[src/rtl/coffee_dispenser.sv]
// Brew-side responder for the vending controller's coffee_make / coffee_out handshake.
// Define DISPENSER_ABORT_EN to let a dropped request abort CUP/HEAT/POUR back to IDLE.
module coffee_dispenser #(
    parameter int unsigned CUP_CYCLES  = 4,
    parameter int unsigned CUP_TIMEOUT = 16,
    parameter int unsigned HEAT_CYCLES = 8,
    parameter int unsigned POUR_CYCLES = 10
) (
    input  logic       clk,
    input  logic       reset,
    input  logic       coffee_make,
    input  logic       cup_present,
    output logic       coffee_out,
    output logic       cup_drop,
    output logic       heater_on,
    output logic       water_valve,
    output logic       busy,
    output logic       fault,
    output logic [7:0] brew_count
);

    typedef enum logic [2:0] {
        S_IDLE    = 3'd0,
        S_CUP     = 3'd1,
        S_HEAT    = 3'd2,
        S_POUR    = 3'd3,
        S_DONE    = 3'd4,
        S_RELEASE = 3'd5,
        S_FAULT   = 3'd6
    } state_t;

`ifdef DISPENSER_ABORT_EN
    localparam bit ABORT_EN = 1'b1;
`else
    localparam bit ABORT_EN = 1'b0;
`endif

    localparam logic [31:0] CUP_DROP_LEN = 32'(CUP_CYCLES);
    localparam logic [31:0] CUP_LAST     = 32'(CUP_CYCLES - 1);
    localparam logic [31:0] TIMEOUT_LAST = 32'(CUP_TIMEOUT - 1);
    localparam logic [31:0] HEAT_LAST    = 32'(HEAT_CYCLES - 1);
    localparam logic [31:0] POUR_LAST    = 32'(POUR_CYCLES - 1);

    state_t      r_state;
    logic [31:0] r_timer;
    logic        r_make_q;
    logic [7:0]  r_brew_count;
    logic        w_start;
    logic        w_abort;

    assign w_start = coffee_make & ~r_make_q;
    assign w_abort = ABORT_EN & ~coffee_make;

    // NOTE: all state here is sequential and uses non-blocking assignments so every
    // branch sees the pre-edge values of r_state and r_timer.
    always_ff @(posedge clk or posedge reset) begin
        if (reset) begin
            r_state      <= S_IDLE;
            r_timer      <= '0;
            r_make_q     <= 1'b0;
            r_brew_count <= '0;
        end else begin
            r_make_q <= coffee_make;
            case (r_state)
                S_IDLE: begin
                    r_timer <= '0;
                    if (w_start) r_state <= S_CUP;
                end
                S_CUP: begin
                    // Cup arrival is checked before the timeout so it wins a tie.
                    if (w_abort) begin
                        r_state <= S_IDLE;
                        r_timer <= '0;
                    end else if ((r_timer >= CUP_LAST) && cup_present) begin
                        r_state <= S_HEAT;
                        r_timer <= '0;
                    end else if (r_timer == TIMEOUT_LAST) begin
                        r_state <= S_FAULT;
                        r_timer <= '0;
                    end else begin
                        r_timer <= r_timer + 32'd1;
                    end
                end
                S_HEAT: begin
                    if (w_abort) begin
                        r_state <= S_IDLE;
                        r_timer <= '0;
                    end else if (r_timer == HEAT_LAST) begin
                        r_state <= S_POUR;
                        r_timer <= '0;
                    end else begin
                        r_timer <= r_timer + 32'd1;
                    end
                end
                S_POUR: begin
                    // Pour time only accumulates while a cup is actually under the spout.
                    if (w_abort) begin
                        r_state <= S_IDLE;
                        r_timer <= '0;
                    end else if (cup_present) begin
                        if (r_timer == POUR_LAST) begin
                            r_state <= S_DONE;
                            r_timer <= '0;
                        end else begin
                            r_timer <= r_timer + 32'd1;
                        end
                    end
                end
                S_DONE: begin
                    r_brew_count <= r_brew_count + 8'd1;
                    r_state      <= S_RELEASE;
                    r_timer      <= '0;
                end
                S_RELEASE: begin
                    r_timer <= '0;
                    if (!coffee_make) r_state <= S_IDLE;
                end
                S_FAULT: begin
                    r_timer <= '0;
                end
                default: begin
                    r_state <= S_IDLE;
                    r_timer <= '0;
                end
            endcase
        end
    end

    // Moore decode straight from the async-reset state, so reset drops actuators at once.
    assign coffee_out  = (r_state == S_DONE);
    assign cup_drop    = (r_state == S_CUP) && (r_timer < CUP_DROP_LEN);
    assign heater_on   = (r_state == S_HEAT) || (r_state == S_POUR);
    assign water_valve = (r_state == S_POUR) && cup_present;
    assign busy        = (r_state == S_CUP) || (r_state == S_HEAT) || (r_state == S_POUR) ||
                         (r_state == S_DONE) || (r_state == S_RELEASE);
    assign fault       = (r_state == S_FAULT);
    assign brew_count  = r_brew_count;

endmodule
[config.mk]
export PLATFORM = sky130hd
export DESIGN_NAME = coffee_dispenser
export DESIGN_NICKNAME = d
export VERILOG_FILES = /design/src/rtl/coffee_dispenser.sv
export SDC_FILE = /design/constraint.sdc
export NUM_CORES = 1
export LEC_CHECK = 0
export BUFFER_PORTS_ARGS = -buffer_cell sky130_fd_sc_hd__buf_4
export CAP_MARGIN = 20
export CORE_UTILIZATION = 55
export DETAILED_ROUTE_END_ITERATION = 8
export PLACE_DENSITY = 0.8
export SETUP_SLACK_MARGIN = 0.2
export SYNTH_ARGS = -nofsm -noshare
export SYNTH_HDL_FRONTEND = slang
export SYNTH_SLANG_ARGS = --single-unit
[constraint.sdc]
create_clock -name clk -period 2.7 [get_ports clk]
set_clock_uncertainty 0.2 [all_clocks]
set_input_delay 0.135 -clock clk [delete_from_list [all_inputs] [get_ports clk]]
set_output_delay 0.135 -clock clk [all_outputs]
set_load 0.005 [all_outputs]
# After elaboration in Yosys (flattened, before gate mapping)
# Cells that the tools add are included.
word_totals:
  output_inout_bits: 14
  input_bits: 4
  elab_cells: 50
  register_bits: 44
classes:
  bitwise: 3
  magnitude_cmp: 2
  add_sub_neg: 2
  n_eq_ne: 15
  n_reduce_logical: 10
  mux: 14
op_table:
  columns: ["op", "count"]
  rows:
  - ["two-way mux 32 bit", 5]
  - ["one-hot mux 32 bit (3 select lines)", 1]
  - ["equality test 32 x 4 -> 1 bit, second input constant", 2]
  - ["adder 32 x 1 -> 32 bit, second input constant", 1]
  - ["equality test 32 x 3 -> 1 bit, second input constant", 1]
  - [">= comparator 32 x 2 -> 1 bit, second input constant", 1]
  - ["less-than comparator 32 x 3 -> 1 bit, second input constant", 1]
  - ["two-way mux 3 bit", 7]
  - ["one-hot mux 3 bit (7 select lines)", 1]
  - ["!= test 2 bit, second input constant", 5]
  - ["equality test 3 bit, second input constant", 3]
  - ["adder 8 x 1 -> 8 bit, second input constant", 1]
  - ["AND reduction 7 bit", 1]
  - ["equality test 3 x 2 -> 1 bit, second input constant", 2]
  - ["logical OR 1 bit", 5]
  - ["equality test 3 x 1 -> 1 bit, second input constant", 1]
  - ["logical AND 1 bit", 3]
  - ["zero test 3 bit", 1]
  - ["!= test 3 bit, second input constant", 1]
  - ["NOT 1 bit", 2]
  - ["bitwise AND 1 bit", 1]

# Logic depth before layout (Yosys ltp)
# Gate-level depths: netlist (run 1).
logic_depth:
  word_depth: 5
  depth_mapped: 9

# Least setup slack after synthesis (run 1)
# No wires, ideal clock.
synth_path:
  path_kind: "reg-to-reg"
  from: "register r_timer[9]"
  to: "register r_state[0]"
  path_stages_with_launch: 8
  required_time_ps: 2375
  slack_ps: 233
  setup_time_ps: 125
  path_buffers: 1
  arrival_ps: 2142
  synth_period_minus_slack_ps: 2467
  path_cell_list: "dfrtp_1 -> nor4_1 -> nand4_1 -> or2_1 -> o211a_1 -> buf_6 -> or3_4 -> mux2_4"
synth_between:
  elab_chain_cells: 4
  word_cells_on_any_way: 11
  cone_classes: "order compare (1); eq/ne (6); mux (2); reduce/logical (2)"
synth_rtl:
  columns: ["element", "line_no", "text"]
  rows:
  - ["from (decl)", "45", "logic [31:0] r_timer;"]
  - ["from (signal assigned)", "81", "r_timer <= r_timer + 32'd1;"]
  - ["from (signal assigned)", "92", "r_timer <= r_timer + 32'd1;"]
  - ["from (signal assigned)", "105", "r_timer <= r_timer + 32'd1;"]
  - [">= comparator 32 x 2 -> 1 bit", "74", "end else if ((r_timer >= CUP_LAST) && cup_present) begin"]
  - ["logical AND 1 bit", "74", null]
  - ["!= test 3 bit (no source line) / two-way mux 3 bit (equally long branches)", null, null]
  - ["AND reduction 7 bit (no source line) / one-hot mux 3 bit (7 select lines) (equally long branches)", null, null]
  - ["to (signal assigned)", "72", "r_state <= S_IDLE;"]
  - ["to (signal assigned)", "75", "r_state <= S_HEAT;"]
  - ["to (signal assigned)", "78", "r_state <= S_FAULT;"]
  - ["to (decl)", "44", "state_t r_state;"]
# Parallel ways exist; a longest one is shown, timed or not.
# A chain may end at the register's enable or synchronous reset.

# Worst setup path in the final report (run 1)
layout_path:
  from: "register r_timer[10]"
  to: "register r_state[0]"
# The elaborated chain is that of the path after synthesis.

==> results of run 1 <==
## layer usage
metal / up-vias / wire length, um
li1: 1176 / -
met1: 1223 / 2890
met2: 73 / 3450
met3: 8 / 302
met4: 0 / 100
met5: - / 0
## flip-flops by register name, indices dropped and copies added (netlist names)
name        count
r_make_q        1
brew_count      8
r_timer        32
r_state         3
## cell usage after synthesis
cell,number
a221o_1,1
o311ai_0,1
nand2_1,36
xnor2_1,8
o31a_1,1
a222oi_1,1
o21ai_0,19
nor2b_1,3
inv_2,1
or3_4,1
inv_1,9
buf_6,1
nor3_1,26
o2111ai_1,1
or2_1,1
or3_1,3
mux2_2,1
nand2b_1,3
and3_1,7
or2_2,1
nor2_2,1
nor2_1,18
a31oi_1,1
a211oi_1,1
mux2_4,1
or4_1,2
o21ai_1,1
o221ai_1,7
o22ai_1,5
clkbuf_1,10
a21oi_1,7
mux2i_1,6
dfrtp_1,44
o31ai_1,10
xor2_1,6
nand3_1,15
nor4_1,9
o211ai_1,2
o41ai_1,2
o211a_1,1
ha_1,3
nor4_2,1
and4b_1,1
buf_2,4
nand4_1,12
## logic make-up (layout without fill, tap and decap cells)
kind of cell | Yosys count | after routing | synth area share
flops | 44 | 44 | 0.429
compound gates | 61 | 61 | 0.158
fa+ha+maj | 3 | 3 | 0.0146
xor+xnor | 14 | 14 | 0.0478
buf+inv | 25 | 67 | 0.0414
simple gates | 140 | 140 | 0.275
mux | 8 | 8 | 0.0336
## worst paths after layout
| kind | to | slack (ps) | cells after the start |
|---|---|---|---|
| min in group asynchronous | brew_count[5] | 180 | 3 |
| min | r_state[2] | 130 | 4 |
| max reg2reg | r_state[0] | 90 | 8 |
| max | r_state[0] | 90 | 8 |
| min reg2reg | brew_count[7] | 290 | 1 |
| max in group asynchronous | r_timer[6] | 1380 | 4 |
## report_power, final
part	internal [mW]	switching (mW)	leakage, nW	total, mW
Clock	0.207	0.233	0.0434	0.440
Sequential	0.736	0.130	0.549	0.866
Combinational	0.132	0.147	0.677	0.278
Total	1.07	0.510	1.27	1.58
## area by class of cell
cell class	count	area [um2]	area share
clock buffers	6	82.6	0.0261
multi-input cells	226	1470	0.464
inverters	10	37.5	0.0119
well taps	52	65.1	0.0206
repair buffers	49	384	0.122
flip-flops and latches	44	1110	0.351
clock inverters	2	15.0	0.00475
## metrics by stage
step	cells	utilization	hold slack, ps	total power [mW]
floorplan	295	-	-33.6	1.01
global placement	372	0.649	-40.4	1.08
detailed placement	372	0.649	-34.1	1.10
CTS	386	0.690	108	1.55
global route	389	0.715	139	1.66
finish	389	0.715	128	1.58
## critical path: cells and delay by family (launching register included)
kind	cells	cell delay (ps)
buffers and inverters	3	410
DFF	1	420
and+or+nand+nor	3	900
AOI/OAI and AO/OA	1	250
muxes	1	310
## repair_timing
action | CTS | global route
buffers inserted | 4 | 3
hold buffers | 2 | 0
hold endpoints to repair | 17 | 0
gates resized for setup | 7 | 23
endpoints found under the setup margin | 24 | 33
pin swaps | 3 | 7
==> impl_metrics.csv, run 1 <==
group,metric,value,unit
detailed_routing,drc,0,
sta,fin_crit,2610,ps
synth,synth_top_area_cell,"dfrtp_1",
synth,syn_inst,295,
placement,portBuffers,17,
detailed_routing,postRouteAntennaNets,0,
worst_hold_path,worstHoldStart,"cup_present",
sta,slew_headroom,0.607,
synth,syn_area,2570,um2
sta,hold_viol,0,
synth,syn-num-nets,302,
sta,setup_ws,90.7,ps
clocking,cts_tree,"done",
die,die_x,70.3,um
setup_path,cpMostUsedCell,"buf_4",
global_route,groute.layer.met1.usage,0.374,
global_route,grt_pass1_wl,10.8,mm
detailed_routing,drt_pass1_iterations,4,
finish,layout_common_cells,"44 x buf_4, 38 x dfrtp_1, 36 x nand2_1, 24 x nor3_1, 18 x o21ai_0",
synth,ys_seq_area_frac,0.429,
global_route,gr-usage-met2,0.455,
power,peakVddDrop,0.260,mV
synth,avgSynthCellArea,8.70,um2
setup_path,cp-end-kind,"register",
power,p_leak,1.27,nW
setup_path,required,2690,ps
run,cap_violations,0,
sta,tightest_slew,586,ps
setup_path,crit_type,"register to register",
synth,ys_warn_count,0,
setup_path,critPathArrivalTime,2590,ps
setup_path,cp_max_fo,4,
synth,synth_seq_cells,44,
die,core,4410,um2
clocking,path_clk_slew,90,ps
detailed_routing,via_per_inst,6.38,
sta,fin_crit_sh,0.966,
clocking,ctsRootBufferMaster,"clkbuf_8",
setup_path,slowest_stage,"dfrtp_1",
global_route,busiest_layer,"met2",
synth,ys_top_cells_by_area,"dfrtp_1 43%, nand2_1 5.3%, nor3_1 5.1%",
detailed_routing,routed_wirelength,6.74,mm
setup_path,path_cells,"nor4_2 > nand4_1 > buf_4 > o31ai_2 > buf_4 > inv_2 > or3_4 > mux2_4",
clocking,clock_latency,300,ps
sta,finalSetupTns,0,ps
die,rows,24,
global_route,grt_util_met3,0.0433,
sta,maxSlewViolCount,0,
detailed_routing,vias,2480,
global_route,grt_overflow,0,
detailed_routing,drt_iter0_drc,211,
die,ioPinCount,18,
sta,finalSetupViolCount,0,
finish,fin_nets,343,
setup_path,worstSetupStartpoint,"r_timer[10]",
global_route,grt_max_degree,29,
setup_path,start_kind,"register",
placement,routabilityCongestion,0.855,
global_route,grt_pass1_vias,2267,
outcome,status,"finished clean",
placement,hpwl,4.38,mm
clocking,cts_num_sinks,44,
power,power_per_cell_area,502,nW/um2
die,start_util,0.581,
setup_path,cp_slowest_stage_delay,420,ps
finish,final_area,3160,um2
synth,yosysUniqueCellTypes,45,
die,die_y,70.3,um
finish,areaGrowthSynthToFinish,23.1,%
detailed_routing,post_drt_wl_per_cell,17.3,um
clocking,cts.path.max_buffers,2,
placement,post_dp_cell_area,2860,um2
worst_hold_path,hp-class,"input port to register",
clocking,cts_made_buffers,5,
finish,drive_gt1_frac,0.252,
finish,antenna_cells,0,
global_route,antenna_found_initial,0,
sta,fmax,383,MHz
placement,pre_cts_slack,95.8,ps
setup_path,reg2reg_from,"r_timer[10]",
finish,final_common_cell,"buf_4",
finish,fill_cells,332,
die,dieArea,4940,um2
synth,synth_top_area_frac,0.429,
sta,rsz0062_at_grt,"true",
global_route,grt_usage,0.276,
clocking,htree_levels,2,
Power figures use the tool's default switching activity.
==> run 2: changes to the inputs <==
- ABC_AREA: not set -> 1
- CAP_MARGIN: 20 -> not set
- PLACE_DENSITY: 0.8 -> 0.79
==> run 2 against run 1 <==
Effect of this change: register-to-register slack better by 390 ps; largest cell class unchanged; global-route usage down 0.76 points; critical path type unchanged; final cell count up 46%; count of clock-buffer cells in the layout unchanged.
==> impl_metrics.csv, run 2 <==
group,metric,value,unit
die,dieArea,6350,um2
die,rows,27,
power,p_leak,1.78,nW
power,p_seq_frac,0.376,
sta,finalSetupTns,0,ps
synth,syn-num-nets,483,
detailed_routing,routed_wirelength,7.78,mm
sta,fin_crit_sh,0.823,
finish,areaGrowthSynthToFinish,7.76,%
power,netSwitchingFraction,0.407,
setup_path,cp-end-kind,"register",
synth,synth_seq_cells,44,
die,core,5680,um2
finish,antenna_cells,0,
setup_path,start_kind,"register",
finish,fill_cells,529,
worst_hold_path,hp-class,"input port to register",
global_route,grt_pass1_vias,2827,
synth,ys_warn_count,0,
power,p_sw,0.856,mW
clocking,htree_levels,2,
clocking,cts_made_buffers,5,
die,die_x,79.7,um
finish,final_area,3580,um2
clocking,path_clk_slew,90,ps
finish,drive_gt1_frac,0.166,
power,internal_power,1.25,mW
detailed_routing,drt_iter0_drc,290,
synth,syn_area,3320,um2
run,cap_violations,0,
synth,synth_common_cells,"157 x nand2_1, 70 x nor2_1, 47 x inv_1, 44 x dfrtp_1, 30 x nand3_2",
synth,ys.flop_type,"dfrtp_1",
synth,ys_top_cells_by_area,"dfrtp_1 33%, nand2_1 18%, nand3_2 9.0%",
die,start_util,0.585,
power,pwr-share-clk,0.245,
detailed_routing,via_per_inst,5.37,
clocking,clock_latency,310,ps
detailed_routing,postRouteAntennaNets,0,
setup_path,critPathArrivalTime,2260,ps
finish,final_common_cell,"nand2_1",
setup_path,cp_max_fo,32,
placement,hpwl,5.79,mm
clocking,ctsRootBufferMaster,"clkbuf_8",
synth,synthArstFlopShare,1.00,
setup_path,crit_type,"register to register",
global_route,grt_overflow,0,
global_route,grt_pass1_wl,13.2,mm
clocking,cts_tree,"done",
placement,routabilityCongestion,0.920,
die,die_y,79.7,um
global_route,antenna_found_initial,0,
outcome,status,"finished clean",
synth,yosysUniqueCellTypes,34,
setup_path,required,2740,ps
sta,hold_viol,0,
power,combPwrFrac,0.380,
synth,synth_top_area_frac,0.331,
detailed_routing,post_drt_wl_per_cell,13.7,um
power,power_per_cell_area,587,nW/um2
die,ioPinCount,18,
finish,fin_nets,501,
sta,slew_headroom,0.233,
finish,layout_common_cells,"157 x nand2_1, 70 x nor2_1, 46 x inv_1, 44 x dfrtp_1, 30 x nand3_2",
clocking,cts.path.max_buffers,2,
sta,fin_crit,2220,ps
synth,ys_seq_area_frac,0.331,
finish,seq_area,1100,um2
finish,largest_reg_flops,32,
synth,syn_inst,476,
finish,regMostFlops,"r_timer",
sta,fmax,450,MHz
placement,portBuffers,17,
synth,synth_top_area_cell,"dfrtp_1",
detailed_routing,drc,0,
finish,multi_input_area,1900,um2
global_route,grt_max_degree,33,
sta,rsz0062_at_grt,"false",
clocking,cts_num_sinks,44,
detailed_routing,drt_pass1_iterations,5,
detailed_routing,vias,3042,
synth,avgSynthCellArea,6.98,um2
placement,post_dp_cell_area,3450,um2
synth,synth_most_common_cell,"nand2_1",
power,peakVddDrop,0.901,mV
global_route,grt_usage,0.268,
sta,finalSetupViolCount,0,
sta,maxSlewViolCount,0,
sta,tightest_slew,1140,ps
synth,synth_edf_count,0,
==> run 2: kinds of logic (layout without fill, tap and decap cells) <==
family	after synthesis	after routing	synth area share
AO/OA/AOI/OAI	20	20	0.0331
XOR/XNOR	21	21	0.0554
adder cells (fa/ha/maj)	3	3	0.0113
buffers and inverters	66	85	0.0953
flip-flops	44	44	0.331
AND/OR/NAND/NOR	322	322	0.473
==> run 2: layout make-up <==
cell class,instances,share of cell area
inverter,55,0.0577
clock buffer,6,0.0203
timing repair buffer,22,0.0475
multi-input combinational,366,0.532
clock inverter,2,0.00979
tap,72,0.0252
sequential,44,0.308
==> run 2: timing repair <==
item	CTS	global route
setup buffers	0	0
hold buffers	2	0
hold endpoints to repair	31	0
resized for setup	0	0
==> run 2: stage by stage <==
step                 util  hold slack, ps  setup slack (ps)  cells  power, mW
floorplan               -           -33.6               878    476       1.50
global placement    0.608            63.3               528    557       1.58
detailed placement  0.608            65.2               502    557       1.59
CTS                 0.631            34.9               481    567       2.11
global route        0.631             112               279    567       2.23
finish              0.631            41.5               478    567       2.10
==> run 2: final timing paths <==
| check | startpoint | end | slack [ps] | depth (start not counted) |
|---|---|---|---|---|
| max in group asynchronous | reset | r_timer[17] | 1220 | 4 |
| min in group asynchronous | reset | brew_count[7] | 340 | 3 |
| hold / removal | cup_present | r_state[2] | 40 | 6 |
| setup reg to reg | r_timer[0] | r_timer[11] | 480 | 10 |
| hold reg to reg | brew_count[7] | brew_count[7] | 290 | 1 |
| setup / recovery | r_timer[0] | r_timer[11] | 480 | 10 |
==> run 2: critical path, cell delays in order (launching register included) <==
cell	delay (ps)
dfrtp_1	430
ha_1	220
inv_1	100
nand2_1	60
nor2_1	110
nand2_1	70
o21ai_2	170
nand3_2	150
nand2_4	440
nand3_2	110
nand2_1	90
==> run 2: power by group through the flow <==
| stage | sequential, mW | clock [mW] | combinational (mW) |
|---|---|---|---|
| 3_3_place_gp | 0.796 | 0 | 0.788 |
| 6_report | 0.790 | 0.514 | 0.798 |
| 4_1_cts | 0.786 | 0.522 | 0.800 |
| 5_1_grt | 0.798 | 0.541 | 0.888 |
| 2_1_floorplan | 0.779 | 0 | 0.724 |
| 3_5_place_dp | 0.800 | 0 | 0.793 |
==> run 2: metal layers <==
metal	vias to the layer above	share of wire	global-route usage
met3	8	0.053	0.0423
met4	0	0.012	0.0891
met1	1416	0.49	0.397
met2	81	0.44	0.394
met5	-	0	0
li1	1537	-	-
==> run 3: changes to the inputs <==
- clock period: 2.7 -> 2.3 ns (I/O delays scaled with it)
==> run 3 against run 2 <==
Effect of this change: critical path depth rose by 1; sequential power increased by 17%; core utilization grew 2.8 points; routed wire length increased by 14%; final cell count rose by 1.8%; largest cell class unchanged; global-route usage grew 1.8 points; largest power group unchanged; register-to-register slack got worse by 240 ps; worst setup slack worse by 240 ps; via count grew 4.9%; count of clock-buffer cells in the layout fell by 1; fmax rose by 7.7%; sequential share of layout area decreased by 1.1 points.
==> impl_metrics.csv, run 3 (synthesized netlist as in run 2, its figures left out) <==
group,metric,value,unit
detailed_routing,drt_pass1_iterations,7,
setup_path,crit_family,"simple AND/OR/NAND/NOR gates",
die,start_util,0.585,
finish,final_common_cell,"nand2_1",
clocking,cts.path.max_buffers,2,
sta,maxSlewViolCount,0,
power,p_leak,1.86,nW
finish,layout_common_cells,"156 x nand2_1, 62 x nor2_1, 46 x inv_1, 39 x dfrtp_1, 30 x nand3_2",
detailed_routing,highest_layer,"met4",
sta,fmax,485,MHz
run,cap_violations,0,
detailed_routing,vias,3191,
clocking,cts_tree,"done",
power,peakVddDrop,0.745,mV
setup_path,reg2reg_from,"r_timer[0]",
outcome,status,"finished clean",
global_route,grt_overflow,0,
setup_path,cp-end-kind,"register",
power,p_total,2.71,mW
detailed_routing,via_per_inst,5.53,
sta,hold_viol,0,
placement,portBuffers,17,
finish,final_area,3740,um2
clocking,cts_num_sinks,44,
setup_path,slowest_stage,"dfrtp_1",
setup_path,cp_max_fo,8,
placement,hpwl,6.29,mm
clocking,htree_levels,2,
detailed_routing,wl_met3,668,um
die,rows,27,
finish,fin_nets,511,
setup_path,r2r_end,"r_timer[27]",
detailed_routing,drc,0,
finish,antenna_cells,0,
sta,finalSetupViolCount,0,
setup_path,cpMostUsedCell,"nand3_2",
setup_path,critPathBufInv,2,
sta,slew_headroom,0.676,
finish,drive_gt1_frac,0.214,
placement,post_dp_cell_area,3490,um2
setup_path,critPathArrivalTime,2060,ps
die,core,5680,um2
sta,tightest_slew,484,ps
detailed_routing,wl_met1,4.00,mm
global_route,antenna_found_initial,0,
die,die_y,79.7,um
setup_path,start_kind,"register",
worst_hold_path,worstHoldStart,"cup_present",
sta,finalSetupTns,0,ps
die,ioPinCount,18,
die,dieArea,6350,um2
setup_path,r2r_slack,240,ps
clocking,cts_made_buffers,5,
worst_hold_path,min_path_cells,6,
setup_path,r2r_cells,11,
setup_path,crit_type,"register to register",
detailed_routing,route.met2.wl,4.04,mm
setup_path,path_cells,"ha_2 > nand2_2 > nor2_4 > inv_2 > nor2_2 > nand4_1 > nand3_2 > nand2_4 > clkbuf_16 > nand3_2 > nand2_1",
die,die_x,79.7,um
global_route,grt_max_degree,33,
worst_hold_path,hp-class,"input port to register",
clocking,path_clk_slew,90,ps
finish,areaGrowthSynthToFinish,12.5,%
detailed_routing,drt_iter0_drc,386,
detailed_routing,post_drt_wl_per_cell,15.3,um
clocking,clock_latency,310,ps
setup_path,cp_slowest_stage_delay,430,ps
finish,largest_reg_flops,32,
clocking,ctsRootBufferMaster,"clkbuf_8",
detailed_routing,postRouteAntennaNets,0,
global_route,grt_usage,0.286,
power,power_per_cell_area,725,nW/um2
placement,routabilityCongestion,0.993,
finish,regMostFlops,"r_timer",
global_route,grt_pass1_wl,14.0,mm
setup_path,required,2300,ps
worst_hold_path,worstHoldEndpoint,"r_state[2]",
sta,fin_crit,2060,ps
sta,fin_crit_sh,0.897,
sta,rsz0062_at_grt,"true",
detailed_routing,routed_wirelength,8.84,mm
global_route,grt_pass1_vias,2797,
## run 3: through the flow
step / instances / worst slack [ps] / hold slack (ps) / util
3_5_place_dp: 560 / 184 / -93.4 / 0.614
3_3_place_gp: 560 / 265 / -92.2 / 0.614
4_1_cts: 570 / 167 / 41.9 / 0.634
6_report: 577 / 237 / 42.9 / 0.659
2_1_floorplan: 476 / 478 / -53.6 / -
5_1_grt: 577 / 158 / 59.8 / 0.659
## run 3: final cells by class
| class | instances | area (um2) |
|---|---|---|
| clock buffers | 5 | 68.8 |
| clock inverters | 3 | 21.3 |
| fillers | 491 | 1940 |
| inverters | 55 | 206 |
| multi-input cells | 366 | 1950 |
| flip-flops and latches | 44 | 1110 |
| well taps | 72 | 90.1 |
| repair buffers | 32 | 297 |
## run 3: power breakdown
part           switching (mW)  total, mW  internal [mW]  leakage [nW]
Combinational           0.759       1.27          0.514          1.22
Sequential             0.0884      0.926          0.838         0.594
Clock                   0.296      0.512          0.216        0.0445
Total                    1.14       2.71           1.57          1.86
## run 3: how the worst max path moves through the flow
stage                       end  depth (start not counted)  startpoint
detailed placement   r_timer[1]                         11  r_timer[0]
global route         r_timer[3]                         11  r_timer[1]
global placement    r_timer[28]                         10  r_timer[0]
floorplan           r_timer[20]                         11  r_timer[0]
finish              r_timer[27]                         11  r_timer[0]
CTS                  r_timer[1]                         11  r_timer[0]
## run 3: layer usage
layer,up-vias,global-route usage
met5,-,0
met4,0,0.0673
met3,12,0.0434
met2,123,0.434
met1,1503,0.425
li1,1553,-
## run 3: repair_timing
action / CTS / global route
hold endpoints to repair: 46 / 0
setup endpoints to repair: 9 / 32
gates cloned: 0 / 3
buffers inserted: 0 / 4
pin swaps: 0 / 5
gates resized for setup: 0 / 20
hold buffers: 2 / 0
## run 3: tightest hold or removal path, delay by kind of cell
| kind | cells | cell delay, ps |
|---|---|---|
| compound gates | 1 | 60 |
| buf+inv | 1 | 100 |
| simple gates | 4 | 240 |
